File: config.mk
export PLATFORM = sky130hd
export DESIGN_NAME = param_memory
export DESIGN_NICKNAME = d
export VERILOG_FILES = /design/src/rtl/param_memory.sv
export SDC_FILE = /design/constraint.sdc
export NUM_CORES = 1
export LEC_CHECK = 0
export CAP_MARGIN = 20
export CORE_ASPECT_RATIO = 1.5
export CORE_MARGIN = 2
export CORE_UTILIZATION = 39
export DETAILED_ROUTE_END_ITERATION = 10
export GPL_ROUTABILITY_DRIVEN = 0
export PLACE_DENSITY = 0.53
export SETUP_SLACK_MARGIN = 0.02
export SYNTH_ARGS = -nofsm -noshare
export SYNTH_HDL_FRONTEND = slang
export SYNTH_SLANG_ARGS = --single-unit
File: constraint.sdc
create_clock -name clk -period 10.8 [get_ports clk]
set_clock_uncertainty 0.2 [all_clocks]
set_input_delay 2.16 -clock clk [delete_from_list [all_inputs] [get_ports clk]]
set_output_delay 2.16 -clock clk [all_outputs]
set_load 0.1 [all_outputs]
File: src/rtl/param_memory.sv
// param_memory: single-port word memory behind a fixed-latency request FSM.
//
// A request is accepted in IDLE when valid=1. The address, direction, data
// and (optionally) byte strobes are captured. The access is performed
// LATENCY edges later, and ready pulses for one cycle at that point.
// Addresses at or beyond DEPTH do no access and raise err together with ready.
//
// Build option:
//   MEM_WSTRB_EN - adds the wstrb port. Only strobed byte lanes are written.
//                  WIDTH must then be a multiple of 8.
//
// Ports:
//   clk    - clock; all state changes on its rising edge
//   rst    - asynchronous active-high reset; clears the FSM, outputs and every word
//   valid  - request present (sampled only in IDLE)
//   wr_rd  - 1 = write, 0 = read
//   addr   - word address
//   wdata  - write data
//   wstrb  - byte-lane write enables (MEM_WSTRB_EN only)
//   rdata  - registered read data; holds until the next in-range read completes
//   ready  - one-cycle completion pulse
//   err    - out-of-range flag; only ever high together with ready
//
// state  | meaning
// -------+--------------------------------------------------------------
// S_IDLE | waiting for valid; captures the request on acceptance
// S_WAIT | counting down LATENCY-1 .. 0; the access happens when leaving at zero
// S_DONE | ready (and err) visible for this one cycle; always returns to IDLE

module param_memory #(
    parameter int WIDTH      = 8,
    parameter int DEPTH      = 16,
    parameter int ADDR_WIDTH = 4,
    parameter int LATENCY    = 2
) (
    input  logic                  clk,
    input  logic                  rst,
    input  logic                  valid,
    input  logic                  wr_rd,
    input  logic [ADDR_WIDTH-1:0] addr,
    input  logic [WIDTH-1:0]      wdata,
`ifdef MEM_WSTRB_EN
    input  logic [WIDTH/8-1:0]    wstrb,
`endif
    output logic [WIDTH-1:0]      rdata,
    output logic                  ready,
    output logic                  err
);

    localparam int CNT_W = (LATENCY > 1) ? $clog2(LATENCY) : 1;
    localparam int IDX_W = (DEPTH > 1) ? $clog2(DEPTH) : 1;
    localparam logic [CNT_W-1:0]      CNT_LOAD = CNT_W'(LATENCY - 1);
    // One extra bit so that DEPTH == 2**ADDR_WIDTH is representable.
    localparam logic [ADDR_WIDTH:0]   DEPTH_L  = (ADDR_WIDTH + 1)'(DEPTH);
`ifdef MEM_WSTRB_EN
    localparam int NB = WIDTH / 8;
`endif

    typedef enum logic [1:0] {
        S_IDLE = 2'd0,
        S_WAIT = 2'd1,
        S_DONE = 2'd2
    } state_t;

    state_t                state_q, state_d;
    logic [CNT_W-1:0]      cnt_q, cnt_d;
    logic [ADDR_WIDTH-1:0] addr_q, addr_d;
    logic                  wr_q, wr_d;
    logic [WIDTH-1:0]      wdata_q, wdata_d;
`ifdef MEM_WSTRB_EN
    logic [NB-1:0]         wstrb_q, wstrb_d;
`endif
    logic [WIDTH-1:0]      rdata_q, rdata_d;
    logic                  ready_q, ready_d;
    logic                  err_q, err_d;
    logic [WIDTH-1:0]      mem_q [DEPTH];
    logic [WIDTH-1:0]      mem_d [DEPTH];

    logic                  in_range;
    logic [IDX_W-1:0]      idx;
    logic [WIDTH-1:0]      merged;

    always_comb begin
        state_d = state_q;
        cnt_d   = cnt_q;
        addr_d  = addr_q;
        wr_d    = wr_q;
        wdata_d = wdata_q;
`ifdef MEM_WSTRB_EN
        wstrb_d = wstrb_q;
`endif
        rdata_d = rdata_q;
        ready_d = 1'b0;
        err_d   = 1'b0;
        mem_d   = mem_q;

        in_range = ({1'b0, addr_q} < DEPTH_L);
        // Truncation is safe: idx is only used when the address is in range.
        idx      = addr_q[IDX_W-1:0];

`ifdef MEM_WSTRB_EN
        merged = mem_q[idx];
        for (int k = 0; k < NB; k++) begin
            if (wstrb_q[k]) begin
                merged[k*8 +: 8] = wdata_q[k*8 +: 8];
            end
        end
`else
        merged = wdata_q;
`endif

        case (state_q)
            S_IDLE: begin
                if (valid) begin
                    state_d = S_WAIT;
                    cnt_d   = CNT_LOAD;
                    addr_d  = addr;
                    wr_d    = wr_rd;
                    wdata_d = wdata;
`ifdef MEM_WSTRB_EN
                    wstrb_d = wstrb;
`endif
                end
            end
            S_WAIT: begin
                if (cnt_q != '0) begin
                    cnt_d = cnt_q - CNT_W'(1);
                end else begin
                    state_d = S_DONE;
                    ready_d = 1'b1;
                    err_d   = !in_range;
                    if (in_range) begin
                        if (wr_q) begin
                            mem_d[idx] = merged;
                        end else begin
                            rdata_d = mem_q[idx];
                        end
                    end
                end
            end
            S_DONE: begin
                state_d = S_IDLE;
            end
            default: begin
                state_d = S_IDLE;
            end
        endcase
    end

    always_ff @(posedge clk or posedge rst) begin
        if (rst) begin
            state_q <= S_IDLE;
            cnt_q   <= '0;
            addr_q  <= '0;
            wr_q    <= 1'b0;
            wdata_q <= '0;
`ifdef MEM_WSTRB_EN
            wstrb_q <= '0;
`endif
            rdata_q <= '0;
            ready_q <= 1'b0;
            err_q   <= 1'b0;
            mem_q   <= '{default: '0};
        end else begin
            state_q <= state_d;
            cnt_q   <= cnt_d;
            addr_q  <= addr_d;
            wr_q    <= wr_d;
            wdata_q <= wdata_d;
`ifdef MEM_WSTRB_EN
            wstrb_q <= wstrb_d;
`endif
            rdata_q <= rdata_d;
            ready_q <= ready_d;
            err_q   <= err_d;
            mem_q   <= mem_d;
        end
    end

    assign rdata = rdata_q;
    assign ready = ready_q;
    assign err   = err_q;

endmodule

# Word-level counts from Yosys, hierarchy flattened
# Cells that the tools add are included.
[word_totals] out_inout_bits=10 elab_cells=54 input_bits=16 ff_bits=153
[classes] n_lt_le_gt_ge=2 eq_ne=3 n_bitwise=3 reduce_logical=8 n_mux=14 add_sub_neg=1
[ops] cell="$bwmux W128" n=1
[ops] cell="$bmux W8 S4" n=1
[ops] cell="$demux W8 S4" n=1
[ops] cell="$mux W8" n=3
[ops] cell="$reduce_and A2 Y1" n=3
[ops] cell="$reduce_and A3 Y1" n=2
[ops] cell="$ge A5 B5 Y1 const B" n=1
[ops] cell="$lt A5 B1 Y1 const B" n=1
[ops] cell="$not A4 Y5" n=1
[ops] cell="$mux W1" n=4
[ops] cell="$mux W2" n=2
[ops] cell="$ne A2 B2 Y1 const B" n=2
[ops] cell="$pmux W2 S2" n=1
[ops] cell="$eq A2 B1 Y1 const B" n=1
[ops] cell="$logic_not A2 Y1" n=1
[ops] cell="$not A1 Y1" n=2
[ops] cell="$pmux W1 S2" n=1
[ops] cell="$reduce_bool A2 Y1" n=1
[ops] cell="$logic_and A1 B1 Y1" n=1
[ops] cell="$sub A1 B1 Y1 const B" n=1

# Longest topological paths before layout
# Gate-level depths: netlist of the first run.
[logic_depth] depth_word=6 depth_mapped=6 mapped_depth_nobuf=4

# Least setup slack after synthesis of the first run
# OpenSTA, ideal clock, no wires.
[synth_path] path_kind="in2reg" start="input valid" end="register addr_q[3]" required_time_ps=10475 arrival_time_ps=3218 slack_ps=7257 stages=3 setup_ps=125 n_path_buf=1 cell_sequence="nor3b_1 buf_2 mux2_2"
[synth_via] elab_chain_cells=1
[synth_lines] item="start: declaration" line="38" source="input logic valid,"
[synth_lines] item="$reduce_and A2 Y1 (no line)"
[synth_lines] item="end signal: assignment" line="167" source="addr_q <= addr_d;"
[synth_lines] item="end: declaration" line="67" source="logic [ADDR_WIDTH-1:0] addr_q, addr_d;"
# Every way passes these cells.
# A chain may end at the register's enable or synchronous reset.

# Worst setup path in the final report of the first run
[layout_path] start="register rdata_q[2] (netlist: rdata[2])" end="output rdata[2]"
[layout_rtl] item="start: declaration" line="73" source="logic [WIDTH-1:0] rdata_q, rdata_d;"
[layout_rtl] item="start signal: assignment" line="173" source="rdata_q <= rdata_d;"
[layout_rtl] item="end: declaration" line="45" source="output logic [WIDTH-1:0] rdata,"
# No word-level cell between the ends.

==> results of run 1 <==
-- cell type report --
type / instances / share of cell area [%]
tap: 213 / 3.40
sequential: 153 / 48.8
inverter: 3 / 0.207
clock inverter: 8 / 1.85
clock buffer: 21 / 6.00
timing repair buffer: 28 / 3.49
multi-input combinational: 247 / 36.2
-- how the worst min path moves through the flow --
stage                     startpoint               endpoint
6_report        rdata[3]$_DFFE_PP0P_   rdata[3]$_DFFE_PP0P_
2_1_floorplan  mem_q[10]$_DFFE_PP0P_  mem_q[10]$_DFFE_PP0P_
5_1_grt        mem_q[26]$_DFFE_PP0P_  mem_q[26]$_DFFE_PP0P_
4_1_cts         rdata[3]$_DFFE_PP0P_   rdata[3]$_DFFE_PP0P_
3_5_place_dp    rdata[3]$_DFFE_PP0P_   rdata[3]$_DFFE_PP0P_
3_3_place_gp    rdata[3]$_DFFE_PP0P_   rdata[3]$_DFFE_PP0P_
-- layer usage --
metal	vias to the layer above	routed length [microns]
met4	0	296
met1	1994	6370
met5	-	0
met2	52	7980
met3	21	397
li1	1656	-
-- cell usage in the layout, fill, tap and decap left out, drive strengths merged, types with 4 or more instances in the layout --
cell type	count
buf	4
clkbuf	21
nor2	5
nand3	4
mux4	32
a22oi	11
nor3b	4
nand2	20
bufinv	4
dfrtp	153
a21oi	4
clkdlybuf4s50	24
mux2	146
-- kinds of logic after synthesis --
logic type / Yosys count / synth area share, %
buf+inv: 31 / 2.18
compound gates: 19 / 1.91
other cells: 1 / 0.0550
mux: 180 / 35.0
flops: 153 / 56.2
simple gates: 47 / 4.68
-- power breakdown --
| group | internal, mW | leakage (nW) | switching (mW) | total (mW) |
|---|---|---|---|---|
| Combinational | 0.358 | 1.26 | 0.283 | 0.640 |
| Clock | 0.400 | 0.297 | 0.228 | 0.628 |
| Sequential | 0.783 | 2.04 | 0.221 | 1.00 |
-- flip-flops by register name, indices dropped and copies added, names as in the netlist --
name and cells:
addr_q 4, cnt_q 1, mem_q 128, merged 8
rdata 8, ready 1, state_q 2, wr_q 1
-- through the flow --
stage / utilization (%) / cells / hold WS [ns] / power, mW / worst slack, ns
3_5_place_dp: 42.0 / 643 / 0.272 / 1.67 / 6.41
6_report: 45.6 / 673 / 0.275 / 2.27 / 6.50
3_3_place_gp: 42.0 / 643 / 0.264 / 1.65 / 6.51
4_1_cts: 45.5 / 672 / 0.285 / 2.30 / 6.47
5_1_grt: 45.6 / 673 / 0.310 / 2.41 / 6.47
2_1_floorplan: - / 431 / 0.274 / 1.48 / 4.32
==> flow_summary.toml, run 1 <==
[power_and_ir_drop]
p_leak_nw = 3.60
ir_drop_uv = 218
power_density_mw_per_mm2 = 290

[critical_path]
required_ns = 8.44
rrSetupSlack_ns = 8.13
cp_top_family = "buffers and inverters"
path_cells = "clkdlybuf4s50_1"
ff2ff_path_depth = 4
critPathBufInv = 1
critical_path_arrival_ns = 1.94
slowest_stage = "clkdlybuf4s50_1"
rr_endpoint = "rdata[4]$_DFFE_PP0P_"
setup.worst_path.start = "rdata[2]$_DFFE_PP0P_"
r2r_start = "state_q[1]$_DFFE_PP0P_"
endpoint = "rdata[2]"
max_stage_delay_ns = 1.14
end_kind = "output pin"
crit_type = "reg2out"
crit_path_max_fanout = 2
cp.depth = 1
critPathLaunchType = "flop"

[logic_synthesis]
synth.avg_cell_area_sq_um = 15.8
synthArstFlopShare_pct = 100
synth.distinct_cells = 33
netlist_area_sq_mm = 0.00682
yosysWarningCount = 0
synth_commonest_cells = "dfrtp_1 (153), mux2_2 (146), mux4_2 (32)"
synth_top_area_share_pct = 56.2
yosysMostFrequentCell = "dfrtp_1"
syn_inst = 431
ys_ff_latch = 153
syn_nets = 447
ys.flop_type = "dfrtp_1"
synth_edf_count = 0
synthTopCellsByArea = "dfrtp_1 (56%), mux2_2 (24%), mux4_2 (11%)"
ys_seq_area_share_pct = 56.2
synth_top_area_cell = "dfrtp_1"

[cells_and_area]
stdcell_area_sq_mm = 0.00785
multiInputGateArea_sq_mm = 0.00284
n_fill_cell = 1538
drive_gt1_share_pct = 48.9
register_area_sq_mm = 0.00383
area_growth_pct = 15.1
design.final.nets = 466
n_antenna_cell = 0

[sta]
relSlewSlack_pct = 30.6
post-route-min-period_ns = 4.30
tightest_slew_ns = 1.04
setup_tns_ns = 0
fin_crit_sh_pct = 39.8
grt_setup_unrepaired = "no"
finalHoldViolations = 0
setup_violations = 0
max_freq_mhz = 232
drv_slew = 0

[place]
dpl_cell_area_sq_mm = 0.00722
portBuffers = 24
place.detailed.hpwl_mm = 10.1

[clock_network]
h-tree-depth = 4
insertion_delay_ns = 0.43
path_clk_slew_ns = 0.06
postCtsSetupRepairBufs = 0
clk_path_buf_depth = 2
cts_sinks = 153
cts-root-buf = "clkbuf_16"
hold_buffers = 0
cts_resized = 0
numCtsBuffers = 17
cts_tree = "built"

[global_routing]
antenna_found_initial = 0
use_met2_pct = 29.9
met1_usage_pct = 21.9
use_met3_pct = 4.16
grt_overflow_total = 0
top_usage_layer = "met2"
grt_pass1_vias = 4067
grt_pass1_wl_mm = 24.3
grt_max_degree = 99
grt_use_total_pct = 17.6

[routing]
drc_errors = 0
firstDrtPassIters = 4
vias_per_cell = 5.53
dr.first_iter.drc_count = 201
num_vias = 3723
ant_nets = 0
routed_wl_mm = 15.0
avgRoutedWirePerCell_microns = 22.4

[hold_path]
holdPathStages = 2
min_path_type = "reg2reg"

[floorplan]
num_rows = 59
die_h_microns = 166
pin_count = 26
die_area_sq_mm = 0.0186
core_sq_mm = 0.0172
start_util_pct = 39.6
die_w_microns = 112

[outcome]
status = "complete, no violations"

[run]
cap_violations = 0
Power figures use the tool's default switching activity.
==> run 2, diff against run 1 <==
==> constraint.sdc (replaced) <==
create_clock -name clk -period 4.2 [get_ports clk]
set_clock_uncertainty 0.2 [all_clocks]
set_input_delay 0.84 -clock clk [delete_from_list [all_inputs] [get_ports clk]]
set_output_delay 0.84 -clock clk [all_outputs]
set_load 0.1 [all_outputs]
==> run 2 against run 1 <==
  * Final cell count up 0.74%
  * Sequential power rose to 2.6 times the previous value
  * Hold slack better by 0.011 ns
  * Largest cell class unchanged
  * Highest routed layer unchanged
  * Clock power rose to 2.5 times the previous value
  * Clock-buffer cell count down 2
  * First-iteration DRC count up 12%
  * Register-to-register slack worse by 6.6 ns
  * Final area up 0.37%
==> flow_summary.toml, run 2 (synthesis gave the netlist of run 1 again) <==
[outcome]
status = "complete, no violations"

[power_and_ir_drop]
pwr-share-clk_pct = 27.3
power_switching_mw = 1.93
p_seq_share_pct = 44.9
ir_drop_uv = 369
power_mw = 5.84
p_comb_share_pct = 27.7
power_density_mw_per_mm2 = 742
p_leak_nw = 3.61
p_sw_share_pct = 33.1
p_int_mw = 3.91

[routing]
ant_nets = 0
wl_met3_microns = 411
wl_met1_mm = 6.43
avgRoutedWirePerCell_microns = 22.5
drc_errors = 0
dr.first_iter.drc_count = 225
vias_per_cell = 5.57
firstDrtPassIters = 4
top_layer_used = "met4"
num_vias = 3775
met2_length_mm = 8.03
routed_wl_mm = 15.2

[cells_and_area]
final_common_cell = "dfrtp_1"
design.final.nets = 468
area_growth_pct = 15.5
mostFrequentLayoutCells = "dfrtp_1 (152), mux2_2 (146), mux4_2 (32)"
largest_reg_flops = 128
n_antenna_cell = 0
n_fill_cell = 1514
drive_gt1_share_pct = 49.7
largest-register = "mem_q"

[critical_path]
slowest_stage = "clkdlybuf4s50_1"
end_kind = "output pin"
critPathBufInv = 1
crit_path_max_fanout = 2
crit_type = "reg2out"
cp.depth = 1
required_ns = 3.16
cp_top_family = "buffers and inverters"
path_cells = "clkdlybuf4s50_1"
ff2ff_path_depth = 5
max_stage_delay_ns = 1.16
critical_path_arrival_ns = 1.97
critPathLaunchType = "flop"

[clock_network]
cts_tree = "built"
h-tree-depth = 4
postCtsSetupRepairBufs = 0
clk_path_buf_depth = 2
hold_buffers = 0
insertion_delay_ns = 0.42
numCtsBuffers = 17
cts_sinks = 153
cts_resized = 0
path_clk_slew_ns = 0.06
cts-root-buf = "clkbuf_16"

[sta]
setup_tns_ns = 0
finalHoldViolations = 0
relSlewSlack_pct = 34.7
fin_crit_sh_pct = 71.6
tightest_slew_ns = 0.977
setup_violations = 0
fin_ws_ns = 1.19
drv_slew = 0
post-route-min-period_ns = 3.01
grt_setup_unrepaired = "no"
max_freq_mhz = 333

[global_routing]
grt_pass1_vias = 4152
antenna_found_initial = 0
grt_use_total_pct = 17.9
grt_max_degree = 111
grt_overflow_total = 0
grt_pass1_wl_mm = 24.9

[floorplan]
core_sq_mm = 0.0172
die_area_sq_mm = 0.0186
die_h_microns = 166
die_w_microns = 112
pin_count = 26
num_rows = 59
start_util_pct = 39.6

[place]
place.detailed.hpwl_mm = 10.0
portBuffers = 24
dp_slack_ns = 1.35

[hold_path]
holdPathStages = 2
min_path_type = "reg2reg"

[run]
cap_violations = 0
==> run 2: layer usage <==
| metal | vias up | global-route usage, % |
|---|---|---|
| met3 | 27 | 3.94 |
| met1 | 2036 | 22.4 |
| met2 | 64 | 30.4 |
| li1 | 1648 | - |
| met4 | 0 | 6.47 |
| met5 | - | 0 |
==> run 2: area by class of cell <==
class,instances,area [sq um],share of cell area [%]
inverters,3,15.0,0.191
flip-flops and latches,153,3830,48.6
well taps,213,267,3.38
clock inverters,13,169,2.15
multi-input cells,247,2840,36.1
clock buffers,19,453,5.75
repair buffers,30,298,3.78
==> run 2: final timing paths <==
kind / slack, ns / endpoint / from
max: 1.19 / rdata[2] / rdata[2]$_DFFE_PP0P_
min: 0.29 / rdata[3]$_DFFE_PP0P_ / rdata[3]$_DFFE_PP0P_
max reg2reg: 1.49 / rdata[5]$_DFFE_PP0P_ / addr_q[0]$_DFFE_PP0P_
min reg2reg: 0.29 / rdata[3]$_DFFE_PP0P_ / rdata[3]$_DFFE_PP0P_
max in group asynchronous: 2.37 / rdata[5]$_DFFE_PP0P_ / rst
min in group asynchronous: 0.54 / merged[0]$_DFFE_PP0P_ / rst
==> run 2: power by group through the flow <==
stage                     Combinational (mW)  Clock (mW)  Sequential [mW]
after detailed placement                1.64           0             2.66
after global placement                  1.61           0             2.64
after CTS                               1.65        1.64             2.64
after global routing                    1.75        1.70             2.73
final                                   1.62        1.60             2.63
after floorplan                         1.38           0             2.43
==> run 2: metrics by stage <==
stage / instances / hold slack (ns) / instance area [sq um] / util, %
5_1_grt: 678 / 0.314 / 7870 / 45.8
3_3_place_gp: 646 / 0.268 / 7250 / 42.2
4_1_cts: 678 / 0.298 / 7870 / 45.8
3_5_place_dp: 646 / 0.285 / 7250 / 42.2
2_1_floorplan: 431 / 0.274 / 6820 / -
6_report: 678 / 0.286 / 7870 / 45.8
==> run 3, diff against run 2 <==
--- a/config.mk
+++ b/config.mk
@@ -11,7 +11,7 @@
 export CORE_UTILIZATION = 39
 export DETAILED_ROUTE_END_ITERATION = 10
 export GPL_ROUTABILITY_DRIVEN = 0
-export PLACE_DENSITY = 0.53
+export PLACE_DENSITY = 0.55
 export SETUP_SLACK_MARGIN = 0.02
 export SYNTH_ARGS = -nofsm -noshare
 export SYNTH_HDL_FRONTEND = slang
==> constraint.sdc (replaced) <==
create_clock -name clk -period 2.43 [get_ports clk]
set_clock_uncertainty 0.2 [all_clocks]
set_input_delay 0.486 -clock clk [delete_from_list [all_inputs] [get_ports clk]]
set_output_delay 0.486 -clock clk [all_outputs]
set_load 0.1 [all_outputs]
==> run 3 against run 2 <==
  * Sequential share of layout area shrank 1.2 points
  * Hold slack worse by 0.059 ns
  * Global-route usage grew 0.58 points
  * Critical path type is now reg2reg
  * Clock power rose by 69%
  * Clock-buffer cell count is 4 higher
  * Routed wire length up 5.3%
  * Critical endpoint is now rdata[2]$_DFFE_PP0P_
  * Final area is 2.5% higher
  * Non-clock buffer count rose by 23
==> flow_summary.toml, run 3 (synthesis gave the netlist of run 1 again) <==
[clock_network]
path_clk_slew_ns = 0.06
h-tree-depth = 4
insertion_delay_ns = 0.42
numCtsBuffers = 17
cts_sinks = 153
clk_path_buf_depth = 2
cts_resized = 0
postCtsSetupRepairBufs = 0
cts_tree = "built"
cts-root-buf = "clkbuf_16"
hold_buffers = 0

[cells_and_area]
largest_reg_flops = 128
stdcell_area_sq_mm = 0.00807
final_cells = 701
n_antenna_cell = 0
mostFrequentLayoutCells = "dfrtp_1 (152), mux2_2 (146), mux4_2 (32), buf_4 (32), nand2_1 (20)"
largest-register = "mem_q"
final_core_util_pct = 46.9
design.final.nets = 491
final_common_cell = "dfrtp_1"
area_growth_pct = 18.5
n_fill_cell = 1525
drive_gt1_share_pct = 53.7

[sta]
setup_violations = 0
fin_ws_ns = 0.129
tightest_slew_ns = 0.630
setup_tns_ns = 0
fin_crit_sh_pct = 94.7
grt_setup_unrepaired = "no"
post-route-min-period_ns = 2.30
relSlewSlack_pct = 58.0
max_freq_mhz = 435
finalHoldViolations = 0
drv_slew = 0

[place]
dp_slack_ns = 0.148
place.detailed.hpwl_mm = 11.0
portBuffers = 24
dpl_cell_area_sq_mm = 0.00746
dp.cells = 669

[global_routing]
grt_use_total_pct = 18.5
antenna_found_initial = 0
met1_usage_pct = 23.3
use_met2_pct = 32.0
grt_pass1_wl_mm = 25.5
grt_max_degree = 48
grt_overflow_total = 0
top_usage_layer = "met2"
grt_pass1_vias = 4207
use_met3_pct = 3.76

[routing]
ant_nets = 0
num_vias = 3794
firstDrtPassIters = 4
vias_per_cell = 5.41
avgRoutedWirePerCell_microns = 22.9
dr.first_iter.drc_count = 164
drc_errors = 0
routed_wl_mm = 16.0

[power_and_ir_drop]
p_int_mw = 6.89
power_switching_mw = 3.42
ir_drop_uv = 685
p_sw_share_pct = 33.2
power_density_mw_per_mm2 = 1280
pwr-share-clk_pct = 26.2
p_leak_nw = 3.76
p_seq_share_pct = 43.0
p_comb_share_pct = 30.8

[hold_path]
min_path_type = "in2async"

[critical_path]
max_stage_delay_ns = 0.89
end_kind = "flop"
critPathLaunchType = "flop"
crit_type = "reg2reg"
slowest_stage = "or4b_2"
required_ns = 2.58
r2r_start = "state_q[1]$_DFFE_PP0P_"
setup.worst_path.start = "state_q[1]$_DFFE_PP0P_"
crit_path_max_fanout = 12
path_cells = "or4b_2, nor3_2, a22oi_1, nand2_1"
ff2ff_path_depth = 4
critical_path_arrival_ns = 2.46

[floorplan]
die_area_sq_mm = 0.0186
num_rows = 59
start_util_pct = 39.6
die_h_microns = 166
pin_count = 26
die_w_microns = 112
core_sq_mm = 0.0172

[outcome]
status = "complete, no violations"

[run]
cap_violations = 0
[run 3: area by class of cell]
class                   count  area (sq um)  area share (%)
clock inverters             9           110            1.36
flip-flops and latches    153          3830            47.4
clock buffers              23           498            6.17
multi-input cells         247          2840            35.2
well taps                 213           267            3.30
inverters                   3          15.0           0.186
repair buffers             53           510            6.32
[run 3: path summary, 6_finish.rpt]
kind                                         endpoint  slack, ns
worst max-delay path             rdata[2]$_DFFE_PP0P_       0.13
worst min-delay path            merged[0]$_DFFE_PP0P_       0.23
worst max register to register   rdata[2]$_DFFE_PP0P_       0.13
worst min register to register  mem_q[72]$_DFFE_PP0P_       0.30
max in group asynchronous       addr_q[0]$_DFFE_PP0P_       1.21
min in group clk                mem_q[72]$_DFFE_PP0P_       0.30
[run 3: through the flow]
step	total power [mW]	hold WS (ns)
finish	10.3	0.227
floorplan	6.59	0.274
CTS	10.4	0.222
detailed placement	7.71	0.288
global route	10.9	0.249
global placement	7.59	0.282
[run 3: worst max-delay path, delay by kind of cell, from the launching register on]
kind            cells  cell delay (ns)
compound gates      1             0.17
flops               1             0.47
simple gates        3             1.40
[run 3: power by group through the flow]
stage | sequential [mW] | clock (mW) | combinational [mW]
CTS | 4.45 | 2.75 | 3.23
global placement | 4.44 | 0 | 3.15
floorplan | 4.21 | 0 | 2.39
finish | 4.43 | 2.70 | 3.18
global route | 4.60 | 2.87 | 3.39
detailed placement | 4.49 | 0 | 3.22
[run 3: routing by layer]
layer	wire (microns)	vias up
met3	507	16
met4	241	0
li1	-	1691
met5	0	-
met2	8660	59
met1	6630	2028
